**src/rtl/ps2_host_cmd_ctrl_if.sv**
```systemverilog
// Command-side handshake and completion status of the PS/2 host command controller.
// The system drives the command through master; the controller is the slave.
interface ps2_host_cmd_ctrl_if;
    logic       cmd_valid;
    logic       cmd_ready;
    logic [7:0] cmd_byte;
    logic       cmd_has_arg;
    logic [7:0] cmd_arg;
    logic       done;
    logic       error;
    logic [1:0] err_code;

    modport master (
        output cmd_valid, cmd_byte, cmd_has_arg, cmd_arg,
        input  cmd_ready, done, error, err_code
    );

    modport slave (
        input  cmd_valid, cmd_byte, cmd_has_arg, cmd_arg,
        output cmd_ready, done, error, err_code
    );
endinterface

```
**src/rtl/ps2_host_cmd_ctrl.sv**
```systemverilog
// PS/2 host-to-device command sender: inhibit, request-to-send, serialise on device
// clocks, check line ACK, then wait for FA/FE from the receive path with resend.
module ps2_host_cmd_ctrl #(
    parameter int unsigned INHIBIT_CYCLES = 5000,
    parameter int unsigned TIMEOUT_CYCLES = 1000000,
    parameter int unsigned MAX_RETRY      = 3
) (
    input  logic                      clk,
    input  logic                      rst_n,
    ps2_host_cmd_ctrl_if.slave        cmd_if,
    input  logic                      ps2_clk_in,
    input  logic                      ps2_data_in,
    output logic                      ps2_clk_oe,
    output logic                      ps2_data_oe,
    input  logic                      rx_valid,
    input  logic [7:0]                rx_byte,
    output logic                      rx_enable
);

    localparam int unsigned IW = (INHIBIT_CYCLES > 1) ? $clog2(INHIBIT_CYCLES) : 1;
    localparam int unsigned TW = (TIMEOUT_CYCLES > 1) ? $clog2(TIMEOUT_CYCLES) : 1;
    localparam int unsigned RW = (MAX_RETRY > 0) ? $clog2(MAX_RETRY + 1) : 1;

    localparam logic [7:0] RESP_ACK    = 8'hFA;
    localparam logic [7:0] RESP_RESEND = 8'hFE;
    localparam logic [1:0] ERR_TIMEOUT = 2'd1;
    localparam logic [1:0] ERR_NACK    = 2'd2;
    localparam logic [1:0] ERR_RETRY   = 2'd3;

    typedef enum logic [2:0] {
        ST_IDLE,
        ST_INHIBIT,
        ST_RTS,
        ST_SEND,
        ST_WAIT_RESP,
        ST_DONE,
        ST_ERROR
    } state_e;

    state_e          state_q, state_nxt;
    logic [IW-1:0]   inh_cnt_q, inh_cnt_nxt;
    logic [TW-1:0]   tmo_cnt_q, tmo_cnt_nxt;
    logic [3:0]      bit_cnt_q, bit_cnt_nxt;
    logic [RW-1:0]   retry_q, retry_nxt;
    logic            idx_q, idx_nxt;
    logic            has_arg_q, has_arg_nxt;
    logic [7:0]      arg_q, arg_nxt;
    logic [7:0]      cur_byte_q, cur_byte_nxt;
    logic [1:0]      err_code_q, err_code_nxt;
    logic            cmd_ready_q, cmd_ready_nxt;
    logic            clk_oe_q, clk_oe_nxt;
    logic            data_oe_q, data_oe_nxt;
    logic            rx_en_q, rx_en_nxt;
    logic            done_q, done_nxt;
    logic            error_q, error_nxt;

    logic            go_inh;
    logic            go_err;
    logic [1:0]      err_sel;
    logic            tmo_hit;

    // Two-flop synchronisers plus previous-clock flop for falling-edge detect
    logic [1:0] clk_sync_q;
    logic [1:0] data_sync_q;
    logic       clk_prev_q;
    logic       ps2_fall;
    logic       data_s;

    always_ff @(posedge clk or negedge rst_n) begin
        if (!rst_n) begin
            clk_sync_q  <= 2'b11;
            data_sync_q <= 2'b11;
            clk_prev_q  <= 1'b1;
        end else begin
            clk_sync_q  <= {clk_sync_q[0], ps2_clk_in};
            data_sync_q <= {data_sync_q[0], ps2_data_in};
            clk_prev_q  <= clk_sync_q[1];
        end
    end

    assign ps2_fall = clk_prev_q & ~clk_sync_q[1];
    assign data_s   = data_sync_q[1];

    // State and registered outputs
    always_ff @(posedge clk or negedge rst_n) begin
        if (!rst_n) begin
            state_q     <= ST_IDLE;
            inh_cnt_q   <= '0;
            tmo_cnt_q   <= '0;
            bit_cnt_q   <= 4'd0;
            retry_q     <= '0;
            idx_q       <= 1'b0;
            has_arg_q   <= 1'b0;
            arg_q       <= 8'h00;
            cur_byte_q  <= 8'h00;
            err_code_q  <= 2'd0;
            cmd_ready_q <= 1'b1;
            clk_oe_q    <= 1'b0;
            data_oe_q   <= 1'b0;
            rx_en_q     <= 1'b1;
            done_q      <= 1'b0;
            error_q     <= 1'b0;
        end else begin
            state_q     <= state_nxt;
            inh_cnt_q   <= inh_cnt_nxt;
            tmo_cnt_q   <= tmo_cnt_nxt;
            bit_cnt_q   <= bit_cnt_nxt;
            retry_q     <= retry_nxt;
            idx_q       <= idx_nxt;
            has_arg_q   <= has_arg_nxt;
            arg_q       <= arg_nxt;
            cur_byte_q  <= cur_byte_nxt;
            err_code_q  <= err_code_nxt;
            cmd_ready_q <= cmd_ready_nxt;
            clk_oe_q    <= clk_oe_nxt;
            data_oe_q   <= data_oe_nxt;
            rx_en_q     <= rx_en_nxt;
            done_q      <= done_nxt;
            error_q     <= error_nxt;
        end
    end

    always_comb begin
        state_nxt     = state_q;
        inh_cnt_nxt   = inh_cnt_q;
        tmo_cnt_nxt   = tmo_cnt_q;
        bit_cnt_nxt   = bit_cnt_q;
        retry_nxt     = retry_q;
        idx_nxt       = idx_q;
        has_arg_nxt   = has_arg_q;
        arg_nxt       = arg_q;
        cur_byte_nxt  = cur_byte_q;
        err_code_nxt  = err_code_q;
        cmd_ready_nxt = cmd_ready_q;
        clk_oe_nxt    = clk_oe_q;
        data_oe_nxt   = data_oe_q;
        rx_en_nxt     = rx_en_q;
        done_nxt      = 1'b0;
        error_nxt     = 1'b0;
        go_inh        = 1'b0;
        go_err        = 1'b0;
        err_sel       = 2'd0;
        tmo_hit       = (tmo_cnt_q == TW'(TIMEOUT_CYCLES - 1));

        case (state_q)
            ST_IDLE: begin
                if (cmd_if.cmd_valid && cmd_ready_q) begin
                    cur_byte_nxt  = cmd_if.cmd_byte;
                    arg_nxt       = cmd_if.cmd_arg;
                    has_arg_nxt   = cmd_if.cmd_has_arg;
                    idx_nxt       = 1'b0;
                    retry_nxt     = '0;
                    err_code_nxt  = 2'd0;
                    cmd_ready_nxt = 1'b0;
                    go_inh        = 1'b1;
                end
            end

            ST_INHIBIT: begin
                if (inh_cnt_q == IW'(INHIBIT_CYCLES - 1)) begin
                    state_nxt   = ST_RTS;
                    clk_oe_nxt  = 1'b0;
                    data_oe_nxt = 1'b1;
                    tmo_cnt_nxt = '0;
                    bit_cnt_nxt = 4'd0;
                end else begin
                    inh_cnt_nxt = inh_cnt_q + IW'(1);
                end
            end

            ST_RTS: begin
                tmo_cnt_nxt = tmo_cnt_q + TW'(1);
                if (tmo_hit) begin
                    go_err  = 1'b1;
                    err_sel = ERR_TIMEOUT;
                end else if (ps2_fall) begin
                    state_nxt   = ST_SEND;
                    bit_cnt_nxt = 4'd1;
                    data_oe_nxt = ~cur_byte_q[0];
                end
            end

            // bit_cnt_q holds the number of falling edges already seen
            ST_SEND: begin
                tmo_cnt_nxt = tmo_cnt_q + TW'(1);
                if (tmo_hit) begin
                    go_err  = 1'b1;
                    err_sel = ERR_TIMEOUT;
                end else if (ps2_fall) begin
                    bit_cnt_nxt = bit_cnt_q + 4'd1;
                    case (bit_cnt_q)
                        4'd1, 4'd2, 4'd3, 4'd4, 4'd5, 4'd6, 4'd7:
                            data_oe_nxt = ~cur_byte_q[bit_cnt_q[2:0]];
                        4'd8:    data_oe_nxt = ^cur_byte_q;
                        4'd9:    data_oe_nxt = 1'b0;
                        4'd10: begin
                            if (!data_s) begin
                                state_nxt = ST_WAIT_RESP;
                                rx_en_nxt = 1'b1;
                            end else begin
                                go_err  = 1'b1;
                                err_sel = ERR_NACK;
                            end
                        end
                        default: ;
                    endcase
                end
            end

            // A response arriving on the timeout cycle takes priority
            ST_WAIT_RESP: begin
                tmo_cnt_nxt = tmo_cnt_q + TW'(1);
                if (rx_valid && rx_byte == RESP_ACK) begin
                    if (!idx_q && has_arg_q) begin
                        cur_byte_nxt = arg_q;
                        idx_nxt      = 1'b1;
                        retry_nxt    = '0;
                        go_inh       = 1'b1;
                    end else begin
                        state_nxt = ST_DONE;
                        done_nxt  = 1'b1;
                    end
                end else if (rx_valid && rx_byte == RESP_RESEND) begin
                    if (retry_q == RW'(MAX_RETRY)) begin
                        go_err  = 1'b1;
                        err_sel = ERR_RETRY;
                    end else begin
                        retry_nxt = retry_q + RW'(1);
                        go_inh    = 1'b1;
                    end
                end else if (tmo_hit) begin
                    go_err  = 1'b1;
                    err_sel = ERR_TIMEOUT;
                end
            end

            ST_DONE, ST_ERROR: begin
                state_nxt     = ST_IDLE;
                cmd_ready_nxt = 1'b1;
            end

            default: state_nxt = ST_IDLE;
        endcase

        if (go_inh) begin
            state_nxt   = ST_INHIBIT;
            inh_cnt_nxt = '0;
            clk_oe_nxt  = 1'b1;
            data_oe_nxt = 1'b0;
            rx_en_nxt   = 1'b0;
        end

        if (go_err) begin
            state_nxt    = ST_ERROR;
            error_nxt    = 1'b1;
            err_code_nxt = err_sel;
            clk_oe_nxt   = 1'b0;
            data_oe_nxt  = 1'b0;
            rx_en_nxt    = 1'b1;
        end
    end

    assign ps2_clk_oe       = clk_oe_q;
    assign ps2_data_oe      = data_oe_q;
    assign rx_enable        = rx_en_q;
    assign cmd_if.cmd_ready = cmd_ready_q;
    assign cmd_if.done      = done_q;
    assign cmd_if.error     = error_q;
    assign cmd_if.err_code  = err_code_q;

endmodule

```
**src/flat_wrapper.sv**
```systemverilog
// flat-port wrapper written by rule: the top's interface ports become plain ports
module ps2_host_cmd_ctrl_flat 
#(
    parameter int unsigned INHIBIT_CYCLES = 5000,
    parameter int unsigned TIMEOUT_CYCLES = 1000000,
    parameter int unsigned MAX_RETRY      = 3
)
  (clk, rst_n, ps2_clk_in, ps2_data_in, ps2_clk_oe, ps2_data_oe, rx_valid, rx_byte, rx_enable, cmd_if_cmd_valid, cmd_if_cmd_byte, cmd_if_cmd_has_arg, cmd_if_cmd_arg, cmd_if_cmd_ready, cmd_if_done, cmd_if_error, cmd_if_err_code);
  ps2_host_cmd_ctrl_if cmd_if_i ();
  input  logic clk;
  input  logic rst_n;
  input  logic ps2_clk_in;
  input  logic ps2_data_in;
  output logic ps2_clk_oe;
  output logic ps2_data_oe;
  input  logic rx_valid;
  input  logic [7:0] rx_byte;
  output logic rx_enable;
  input wire logic [$bits(cmd_if_i.cmd_valid)-1:0] cmd_if_cmd_valid;
  input wire logic [$bits(cmd_if_i.cmd_byte)-1:0] cmd_if_cmd_byte;
  input wire logic [$bits(cmd_if_i.cmd_has_arg)-1:0] cmd_if_cmd_has_arg;
  input wire logic [$bits(cmd_if_i.cmd_arg)-1:0] cmd_if_cmd_arg;
  output wire logic [$bits(cmd_if_i.cmd_ready)-1:0] cmd_if_cmd_ready;
  output wire logic [$bits(cmd_if_i.done)-1:0] cmd_if_done;
  output wire logic [$bits(cmd_if_i.error)-1:0] cmd_if_error;
  output wire logic [$bits(cmd_if_i.err_code)-1:0] cmd_if_err_code;
  assign cmd_if_i.cmd_valid = cmd_if_cmd_valid;
  assign cmd_if_i.cmd_byte = cmd_if_cmd_byte;
  assign cmd_if_i.cmd_has_arg = cmd_if_cmd_has_arg;
  assign cmd_if_i.cmd_arg = cmd_if_cmd_arg;
  assign cmd_if_cmd_ready = cmd_if_i.cmd_ready;
  assign cmd_if_done = cmd_if_i.done;
  assign cmd_if_error = cmd_if_i.error;
  assign cmd_if_err_code = cmd_if_i.err_code;
  ps2_host_cmd_ctrl #(.INHIBIT_CYCLES(INHIBIT_CYCLES), .TIMEOUT_CYCLES(TIMEOUT_CYCLES), .MAX_RETRY(MAX_RETRY)) u_core (.clk(clk), .rst_n(rst_n), .cmd_if(cmd_if_i), .ps2_clk_in(ps2_clk_in), .ps2_data_in(ps2_data_in), .ps2_clk_oe(ps2_clk_oe), .ps2_data_oe(ps2_data_oe), .rx_valid(rx_valid), .rx_byte(rx_byte), .rx_enable(rx_enable));
endmodule
```
**config.mk**
```make
export PLATFORM = sky130hd
export DESIGN_NAME = ps2_host_cmd_ctrl_flat
export DESIGN_NICKNAME = d
export VERILOG_FILES = /design/src/rtl/ps2_host_cmd_ctrl_if.sv /design/src/rtl/ps2_host_cmd_ctrl.sv /design/src/flat_wrapper.sv
export SDC_FILE = /design/constraint.sdc
export NUM_CORES = 1
export LEC_CHECK = 0
export BUFFER_PORTS_ARGS = -buffer_cell sky130_fd_sc_hd__buf_4
export CAP_MARGIN = 5
export CORE_MARGIN = 2
export CORE_UTILIZATION = 40
export CTS_BUF_LIST = sky130_fd_sc_hd__clkbuf_16
export DETAILED_ROUTE_END_ITERATION = 6
export GPL_ROUTABILITY_DRIVEN = 0
export GPL_TIMING_DRIVEN = 1
export PLACE_DENSITY = 0.7
export SLEW_MARGIN = 20
export SYNTH_ARGS = -nofsm -noshare
export SYNTH_HDL_FRONTEND = slang
export SYNTH_SLANG_ARGS = --single-unit
```
**constraint.sdc**
```tcl
create_clock -name clk -period 2.05 [get_ports clk]
set_input_delay 0.1025 -clock clk [delete_from_list [all_inputs] [get_ports clk]]
set_output_delay 0.1025 -clock clk [all_outputs]
set_load 0.03 [all_outputs]
```
; Word-level counts from Yosys, hierarchy flattened
; Cells that the tools add are included.
[word_totals]
regBits = 73
output_inout_bits = 8
[op_classes]
addsub = 4
magnitude_cmp = 1
n_eq_ne = 46
muxes = 90
n_bitwise = 4
n_reduce_logical = 35
[op_table]
columns = cell, count
row1 = 1-bit two-way mux, 40
row2 = 20-bit one-hot mux with 2 select lines, 1
row3 = 13-bit two-way mux, 3
row4 = 3-bit two-way mux, 11
row5 = 2-bit two-way mux, 14
row6 = 8-bit two-way mux, 3
row7 = "20-bit by 1-bit adder with 20-bit output, second input constant", 1
row8 = "20-bit equality test, second input constant", 1
row9 = 20-bit two-way mux, 1
row10 = 4-bit two-way mux, 5
row11 = "4-bit by 1-bit != test with 1-bit output, second input constant", 5
row12 = 3-bit nonzero test, 6
row13 = "4-bit by 3-bit equality test with 1-bit output, second input constant", 4
row14 = "8-bit equality test, second input constant", 2
row15 = "4-bit by 2-bit != test with 1-bit output, second input constant", 4
row16 = 8-bit one-hot mux with 2 select lines, 1
row17 = 3-bit one-hot mux with 5 select lines, 1
row18 = "2-bit by 1-bit != test with 1-bit output, second input constant", 7
row19 = "13-bit by 1-bit adder with 13-bit output, second input constant", 1
row20 = "13-bit equality test, second input constant", 1
row21 = "4-bit equality test, second input constant", 3
row22 = "3-bit by 1-bit != test with 1-bit output, second input constant", 4
row23 = 4-bit one-hot mux with 3 select lines, 1
row24 = 2-bit AND reduction, 6
row25 = 34 further kinds, 54

; Longest topological paths before layout
[logic_depth]
ltp_word = 9
ltp_mapped = 8
depth_no_buf = 8

; Least setup slack after synthesis
; OpenSTA, ideal clock, no wires.
[synth_path]
kind = reg-to-reg
from = register u_core.tmo_cnt_q[0]
to = register u_core.bit_cnt_q[2]
arrival_ns = 2.053
slack_ns = -0.124
path_stages_with_launch = 9
synth_period_minus_slack_ns = 2.174
path_cell_list = dfrtp_1 > ha_1 > and3_1 > nand3_1 > or4_1 > clkbuf_1 > a21o_1 > nor2b_1 > a22o_1
[synth_between]
elab_chain_cells = 3
[synth_rtl]
columns = element, line_no
row1 = from (decl), ps2_host_cmd_ctrl.sv:42  ; logic [TW-1:0] tmo_cnt_q, tmo_cnt_nxt;
row2 = from (signal assigned), ps2_host_cmd_ctrl.sv:106  ; tmo_cnt_q <= tmo_cnt_nxt;
row3 = 20-bit equality test *, ps2_host_cmd_ctrl.sv:143  ; tmo_hit = (tmo_cnt_q == TW'(TIMEOUT_CYCLES - 1));
row4 = 2-bit != test (no source line), n/a
row5 = 6-bit AND reduction (no source line) *, n/a
row6 = to (signal assigned), ps2_host_cmd_ctrl.sv:107  ; bit_cnt_q <= bit_cnt_nxt;
row7 = to (decl), ps2_host_cmd_ctrl.sv:43  ; logic [3:0] bit_cnt_q, bit_cnt_nxt;
; Every way passes the cells marked *; elsewhere a longest branch is shown, timed or not.
; A chain may end at the register's enable or synchronous reset.

; Worst setup path in the final report
[layout_path]
from = register u_core.tmo_cnt_q[1]
to = register u_core.bit_cnt_q[3]
; Same word-level chain as after synthesis.

==> metrics.md <==
| Metric | Value |
|---|---|
| Cell depth of the worst flop-to-flop path | `7` |
| Die area | `approximately 10000 um2` |
| Max-slew violations | `0` |
| Cell Rows | `35` |
| Post-synth top area cell | `sky130_fd_sc_hd__dfrtp_1` |
| Share of cells above drive strength 1 | `about a third` |
| Worst-case register-to-register setup slack | `-90 ps` |
| Post-Syn Instances | `between 300 and 400` |
| Number of distinct library cell variants in the gate-level netlist after synthesis | `47` |
| Mean post-synth cell area | `between 9 and 10 um2` |
| Total number of vias | `between 3000 and 4000` |
| Crit Reg-Reg Endpoint | `u_core.bit_cnt_q[3]` |
| Total instance count after detailed placement | `588` |
| Starting utilization of the core area | `around 41%` |
| Placement Setup Slack | `-196 ps` |
| CTS HTree Levels | `3` |
| Post-layout minimum cycle time | `~2100 ps` |
| I/O pin total | `39` |
| Commonest cells in the synthesized netlist | `sky130_fd_sc_hd__dfrtp_1, sky130_fd_sc_hd__nor2_1, sky130_fd_sc_hd__nand2_1` |
| CTS tree | `built` |
| Leading register cell type out of synthesis | `sky130_fd_sc_hd__dfrtp_1` |
| Layout net count | `527` |
| Antenna fix cells | `0` |
| Highest cell delay on the worst timing path | `between 600 and 700 ps` |
| Number of stages on the worst hold path | `2` |
| Remaining antenna violation count after routing | `0` |
| Post-route setup TNS | `-293 ps` |
| Crit path max fanout | `7` |
| CTS clk-pin slew, worst paths | `70 ps` |
| Clock latency on the worst-skew pair | `around 330 ps` |
| Post-route setup slack | `-93.4 ps` |
| First DRT Iteration DRCs | `between 150 and 200` |
| TritonCTS Buffers | `9` |
| GRT overflow | `0` |
| Cell type group with the largest total delay on the critical path | `simple AND/OR/NAND/NOR gates` |
| Pin count of the biggest net entering global routing | `41` |
| Crit path arrival time | `2360 ps` |
| Post-synthesis instance area | `3810 um2` |
| Count of max-cap constraint violations | `0` |
| CP Launch Type | `flip-flop` |
| Pwr dens | `a little over 800 nW/um2` |
| Normalized max-slew margin | `approximately 59%` |
| Clock root buffer | `sky130_fd_sc_hd__clkbuf_16` |
| Sequential element share of the synthesized area | `roughly 48%` |
| Clock skew | `about 9.4 ps` |
| GRT Resource Usage Total | `approximately a fifth` |
| Synth top area cells | `sky130_fd_sc_hd__dfrtp_1, sky130_fd_sc_hd__dfstp_2, sky130_fd_sc_hd__xnor2_1, sky130_fd_sc_hd__nor2_1, sky130_fd_sc_hd__nand2_1` |
| Min-Delay Endpoint | `u_core.arg_q[7]` |
| Global-route wire length before repair | `about 16000 um` |
| Worst setup path category | `flip-flop to flip-flop` |
| Wire length after detailed routing | `9470 um` |
| Growth of design area from synthesis to finish | `41.7%` |
| Startpoint of the most critical hold path | `cmd_if_cmd_arg[7]` |
| Initial antenna violation count | `0` |
| Average detailed-routed wire length per instance | `around 15 um` |
| Final critical-path share of the clock period | `105%` |
| Port buffer count | `38` |
| Number of iterations in the first detailed-routing pass | `4` |
| Kind of end point of the critical path | `flip-flop` |
| Worst IR drop on VDD | `0.521 mV` |
| Total design power | `4.39 mW` |
| Die extent in x | `just over 100 um` |
| Violations in the final reports | `setup timing` |
| Yosys warns | `0` |
| Half-perimeter wire length after detailed placement | `6250 um` |
| Post-synth EDFFs | `0` |
| Static leakage power | `2.39 nW` |
| Unrepaired setup endpoints after global routing | `yes` |
| Via-to-Cell Ratio | `roughly 5.3` |
| TritonCTS sink count | `73` |
| Share of the synthesized area in the top cell type | `a little over two fifths` |
| Hold violation count in the final report | `0` |
| Worst R2R Start | `u_core.tmo_cnt_q[1]` |
| Cell Chain, Critical Path | `ha_2 > and3_4 > nand3_2 > or4_4 > a21o_4 > nor2b_4 > a22o_1` |
| Post-detailed-placement cell area | `between 4000 and 5000 um2` |
| Final routed DRC violation total | `0` |
| Buffers and inverters on the worst path | `0` |
| Class of the tightest hold or removal check | `primary input to flip-flop` |
| Async SR Flop Fraction | `100%` |
| CORE AREA | `between 9000 and 10000 um2` |
| F_max | `approximately 470 MHz` |
| Vias in the first global route | `3345` |
| Maximum buffer depth of the clock tree | `2` |
| Setup violations, final | `5` |
| Non-filler cells, final | `about 620` |
| Tightest Pin Transition | `a little over 600 ps` |
| Critical path data required time | `~2300 ps` |
| Final Instance Area | `roughly 5400 um2` |
| Critical-path top delay cell | `sky130_fd_sc_hd__or4_4` |
| Synthesized net count | `roughly 430` |
| Cell with the most instances after synthesis | `sky130_fd_sc_hd__dfrtp_1` |
| Floorplan die height | `102 um` |
| Fill cell count | `approximately 740` |
| Number of synthesized register bits | `73` |
| Run status | `finished, violations left` |
==> final cells by class <==
type | count | area (um2) | share of cell area, %
multi-input cells | 292 | 2150 | 39.8
flip-flops and latches | 73 | 1840 | 34.0
repair buffers | 101 | 855 | 15.8
clock buffers | 9 | 225 | 4.17
well taps | 129 | 161 | 2.99
clock inverters | 7 | 126 | 2.34
inverters | 12 | 47.5 | 0.880
==> worst max path at each step <==
stage	startpoint	to	slack (ps)	cells past startpoint
2_1_floorplan	u_core.tmo_cnt_q[0]	u_core.bit_cnt_q[2]	-120	8
4_1_cts	u_core.inh_cnt_q[4]	u_core.tmo_cnt_q[19]	-60	6
3_5_place_dp	u_core.tmo_cnt_q[11]	u_core.bit_cnt_q[2]	-200	6
5_1_grt	u_core.inh_cnt_q[6]	u_core.tmo_cnt_q[19]	-170	6
6_report	u_core.tmo_cnt_q[1]	u_core.bit_cnt_q[3]	-90	7
3_3_place_gp	u_core.tmo_cnt_q[11]	u_core.bit_cnt_q[3]	-100	6
==> state kept, by name (all words and copies together), names as in the netlist, 3 cells and up <==
signal	cells
u_core.arg_q	8
u_core.bit_cnt_q	4
u_core.cur_byte_q	8
u_core.inh_cnt_q	13
u_core.state_q	3
u_core.tmo_cnt_q	20
==> layer usage <==
metal	vias up	GRT usage (%)	share of wire (%)
met5	-	0	0
met1	1598	25.4	44
li1	1593	-	-
met3	17	4.76	4.3
met2	87	30.8	49
met4	0	6.44	2.2
==> through the flow <==
step	hold WS, ps	utilization, %
final	3.42	58.5
after global routing	3.32	58.5
after CTS	0.194	55.3
after detailed placement	117	49.7
after global placement	109	49.7
after floorplan	-193	-
==> where the power goes <==
group          leakage, nW  total (mW)  internal [mW]  switching, mW
Clock                0.168        1.85           1.20          0.642
Sequential           0.937        1.75           1.61          0.139
Combinational         1.29       0.797          0.428          0.369
==> placed cells by master, fill, tap and decap left out, drive strengths merged, types with 11 or more instances in the layout <==
master,netlist,routed
dfrtp,66,66
xnor2,21,21
inv,12,14
a21oi,13,13
xor2,11,11
o21ai,30,30
nand2,31,31
nand4,12,12
buf,2,91
nand3,18,18
nor2,46,46
mux2i,11,11
==> timing repair <==
item | in CTS | in global routing
endpoints found under the hold margin | 43 | 0
gates cloned | 0 | 1
hold buffers | 9 | 0
gates resized for setup | 8 | 48
pin swaps | 6 | 21
endpoints found under the setup margin | 24 | 34
buffers inserted | 4 | 6
==> cells by family after synthesis <==
logic type / after synthesis / synth area share [%]
xor+xnor: 32 / 7.35
buf+inv: 24 / 2.40
flops: 73 / 48.1
simple gates: 166 / 22.7
mux: 23 / 7.02
fa+ha+maj: 7 / 2.30
compound gates: 64 / 10.1
(Power assumes the default switching activity.)
